### config.mk
export PLATFORM = sky130hd
export DESIGN_NAME = jt12_kon_seq
export DESIGN_NICKNAME = d
export VERILOG_FILES = /design/src/rtl/jt12_kon_seq.sv
export SDC_FILE = /design/constraint.sdc
export NUM_CORES = 1
export LEC_CHECK = 0
export ABC_AREA = 1
export BUFFER_PORTS_ARGS = -buffer_cell sky130_fd_sc_hd__buf_2
export CORE_UTILIZATION = 40
export CTS_BUF_LIST = sky130_fd_sc_hd__clkbuf_4
export DETAILED_ROUTE_END_ITERATION = 10
export SYNTH_ARGS = -nofsm -noshare
export SYNTH_HDL_FRONTEND = slang
export SYNTH_SLANG_ARGS = --single-unit
### constraint.sdc
create_clock -name clk -period 3.5 [get_ports clk]
set_clock_uncertainty 0.15 [all_clocks]
set_input_delay 0.525 -clock clk [delete_from_list [all_inputs] [get_ports clk]]
set_output_delay 0.525 -clock clk [all_outputs]
set_load 0.005 [all_outputs]
### src/rtl/jt12_kon_seq.sv
// Key-on sequencer: per-channel operator key-on masks scanned by a slot counter.
// Optional CSM (timer A triggered key-on of channel 2) enabled by macro JT12_CSM_EN.
module jt12_kon_seq #(
  parameter int unsigned num_ch = 6
) (
  input  logic       rst,
  input  logic       clk,
  input  logic       clk_en,
  input  logic       zero,
  input  logic       up_keyon,
  input  logic [7:0] din,
  input  logic       csm,
  input  logic       overflow_A,
  output logic       keyon_I,
  output logic [4:0] slot
);

  localparam int unsigned NSLOT   = 4 * num_ch;
  localparam int unsigned LAST    = NSLOT - 1;
  localparam int unsigned CSM_CLR = 3 * num_ch + 2;

  logic [4:0]              cnt;
  logic [num_ch-1:0][3:0]  mask;
  logic                    csm_kon;
  logic [2:0]              wr_ch;
  logic                    wr_ok;
  logic [4:0]              ch;
  logic [1:0]              grp;
  logic [3:0]              cur;
  logic                    op_kon;

  // Channel codes 3 and 7 are holes; codes 4..6 exist only in the 6-channel part.
  always_comb begin
    wr_ch = din[2] ? (3'(din[1:0]) + 3'd3) : 3'(din[1:0]);
    wr_ok = up_keyon && (din[1:0] != 2'd3) && (!din[2] || (num_ch > 3));
  end

  always_ff @(posedge clk) begin
    if (rst) begin
      cnt  <= 5'd0;
      mask <= '0;
    end else if (clk_en) begin
      if (zero)
        cnt <= 5'd1;
      else if (cnt == 5'(LAST))
        cnt <= 5'd0;
      else
        cnt <= cnt + 5'd1;
      for (int i = 0; i < int'(num_ch); i++) begin
        if (wr_ok && (wr_ch == 3'(i)))
          mask[i] <= din[7:4];
      end
    end
  end

`ifdef JT12_CSM_EN
  // Set wins over clear; clear only when leaving channel-2 S4 with the flag already up.
  always_ff @(posedge clk) begin
    if (rst)
      csm_kon <= 1'b0;
    else if (clk_en) begin
      if (csm && overflow_A)
        csm_kon <= 1'b1;
      else if (csm_kon && (cnt == 5'(CSM_CLR)))
        csm_kon <= 1'b0;
    end
  end

  logic unused_din;
  assign unused_din = din[3];
`else
  assign csm_kon = 1'b0;

  logic unused_csm;
  assign unused_csm = ^{csm, overflow_A, din[3]};
`endif

  // Slot -> (operator group, channel); groups are ordered S1,S3,S2,S4.
  always_comb begin
    grp = 2'd0;
    ch  = cnt;
    if (cnt >= 5'(3 * num_ch)) begin
      grp = 2'd3;
      ch  = cnt - 5'(3 * num_ch);
    end else if (cnt >= 5'(2 * num_ch)) begin
      grp = 2'd2;
      ch  = cnt - 5'(2 * num_ch);
    end else if (cnt >= 5'(num_ch)) begin
      grp = 2'd1;
      ch  = cnt - 5'(num_ch);
    end
    cur = 4'd0;
    for (int i = 0; i < int'(num_ch); i++) begin
      if (ch == 5'(i))
        cur = mask[i];
    end
    case (grp)
      2'd0:    op_kon = cur[0];
      2'd1:    op_kon = cur[2];
      2'd2:    op_kon = cur[1];
      default: op_kon = cur[3];
    endcase
  end

  assign keyon_I = op_kon | (csm_kon && (ch == 5'd2));
  assign slot    = cnt;

endmodule

==> results.cfg <==
[run_status]
status = finished, final reports clean

[logic_synthesis]
yosys.area.top_type = dfxtp_1
yosysTopAreaCellShare_pct = 29.7
synthArstFlopShare_pct = 0
syn_nets = 316
synthFlopType = dfxtp_1
ys_warn_count = 0
synth_area_per_cell_um2 = 6.75
synth-seq-area-share_pct = 29.7
yosys-top-cells-area = dfxtp_1 (30%), nor2_1 (9.8%), nand2_1 (8.1%), ha_1 (7.7%), inv_1 (7.7%)
synthCells = 289
synth_edf_count = 0
synthDistinctLibCells = 32
ys_ff_latch = 29
syn-cell-area_um2 = 1950

[clock_network]
cts_root_buf = clkbuf_4
cts_tree = yes
htreeDepth = 2
cts.sinks = 29
clock_path_buffers = 2
clk_pin_slew_ps = 100
cts-buffers-inserted = 5
insertion_delay_ps = 340

[global_routing]
grtUsageTotal_pct = 19.0
grt_pass1_vias = 1645
grt_overflow_total = 0
grt_start_max_net_pins = 27
grt_pass1_wl_um = 7540
antenna_found_initial = 0

[die]
fp.dieArea_um2 = 5160
die_w_um = 71.9
die_h_um = 71.9
rows = 25
start_util_pct = 41.3
io_pins = 21
core_um2 = 4720

[sta]
period_minus_slack_ps = 3260
drv_slew = 0
slew-limit-headroom_pct = 57.5
period_share_pct = 93.1
setup_viol = 0
worst_slack_ps = 243
tightest_slew_ps = 637
hold_viol = 0
fmax_mhz = 307

[drt]
wl_per_cell_um = 12.1
first_pass_iters = 4
drt-initial-drc-count = 95
drcViolationCount = 0
via_per_inst = 4.86
vias = 1852
antenna_left = 0
wl_um = 4590

[power_and_ir_drop]
power_switching_mw = 0.196
p_clk_share_pct = 40.5
p_leak_nw = 1.09
power.internal_mw = 0.517
seqPwrFrac_pct = 48.3
switching_share_pct = 27.5
p_comb_share_pct = 11.2
ir_drop_mv = 0.261
power_density_nw_per_um2 = 321

[placed_design]
placed_cells = 371
place_worst_setup_slack_ps = 338
hpwl_um = 3430
gp_congestion = 0.836
port-buffer-count = 17

[critical_path]
r2r_setup_slack_ps = 2040
r2r_cells = 7
cp_common_cell = nand2_1
rr_startpoint = slot[2]
reg2reg_to = slot[4]
required_ps = 2820
startpoint_type = flop
crit_type = reg2out
path_max_fanout = 6
cp-end-kind = primary output
critical-path-slowest-cell = dfxtp_2
path_cells = buf_4 > ha_1 > nor2_2 > nand3_1 > nand2_1 > nand2_1 > nand2_1 > nand3_2 > nor2_2 > nand2_4 > nor2_4 > nand2_1 > nand3_1 > nand2_1 > nand4_1 > buf_2
arrival_ps = 2580
cpPeakStageDelay_ps = 350

[layout]
final_cell_mix = nor2_1 (51), nand2_1 (42), inv_1 (40)
final_cell_count_no_fill = 381
fin_util_pct = 47.1
drive_above_1_share_pct = 18.8
antenna_cells_inserted = 0
area_delta_synth_final_pct = 13.9
final_common_cell = nor2_1
fin_nets = 340

[worst_hold_path]
min_path_type = in2reg
hold_start = rst
worstHoldEndpoint = slot[1]
hold_depth = 2

[run]
cap_violations = 0
-- worst max-delay path: cells and delay by family, from the launching register on --
family	cells	cell delay, ps
buf+inv	2	270
fa+ha+maj	1	240
flops	1	350
simple gates	13	1370
-- kinds of logic after synthesis --
kind of cell / after synthesis / synth area share (%)
adders and majority gates: 12 / 7.69
AOI/OAI and AO/OA: 55 / 15.2
buffers and inverters: 49 / 10.4
xor gates and xnor gates: 2 / 0.898
DFF: 29 / 29.7
and+or+nand+nor: 142 / 36.1
-- power by group through the flow --
stage               Sequential [mW]  Clock, mW  Combinational, mW
floorplan                     0.351          0             0.0530
CTS                           0.344      0.297             0.0796
finish                        0.345      0.289             0.0796
global route                  0.346      0.313             0.0911
global placement              0.352          0             0.0776
detailed placement            0.352          0             0.0793
-- Yosys cell counts (2+ instances only) --
master    number
nor2_1        51
o211ai_1       2
nand2_1       42
nand2_4        4
dfxtp_1       29
clkbuf_1       3
nor2_8         2
a21oi_1       19
nand3_1       23
nor2_2         2
nand4_1        4
ha_1          12
nor2_4         2
buf_6          2
inv_1         40
nand2_2        6
inv_2          3
o21bai_1       2
nand3_2        2
o21ai_0       27
-- metal layers --
| metal | GRT usage (%) | vias up | share of wire [%] |
|---|---|---|---|
| met5 | 0 | - | 0 |
| met4 | 6.97 | 0 | 1.5 |
| met3 | 4.22 | 7 | 4.1 |
| met2 | 30.0 | 33 | 44 |
| met1 | 25.4 | 834 | 50 |
| li1 | - | 978 | - |
-- per-stage QoR --
stage | setup TNS, ps | instance area [um^2] | hold slack [ps] | power, mW
floorplan | 0 | 1950 | 273 | 0.404
global placement | 0 | 2110 | 285 | 0.430
detailed placement | 0 | 2110 | 287 | 0.431
CTS | 0 | 2200 | 179 | 0.720
global route | -12.6 | 2220 | 173 | 0.750
finish | 0 | 2220 | 184 | 0.713
-- state kept, by name (all words and copies together) (netlist names) --
signal  flops
slot        5
mask       24
-- cell type report --
class	count	area, um^2
Multi-Input combinational cell	212	1190
Clock buffer	5	37.5
Timing Repair Buffer	22	123
Sequential cell	29	583
Fill cell	509	2500
Inverter	43	161
Clock inverter	3	46.3
Tap cell	67	83.8
-- worst max path at each step --
stage	endpoint	from
after floorplan	keyon_I	slot[2]
after global placement	keyon_I	slot[0]
after detailed placement	keyon_I	slot[0]
after CTS	keyon_I	slot[0]
after global routing	keyon_I	slot[1]
final	keyon_I	slot[1]
-- timing repair --
item	4_1_cts	5_1_grt
cloned	0	1
hold buffers	0	0
gates resized for setup	1	4
pin swaps	0	1
buffers inserted	0	1
endpoints found under the setup margin	1	1
No activity file was read; power rests on OpenSTA's default activity.
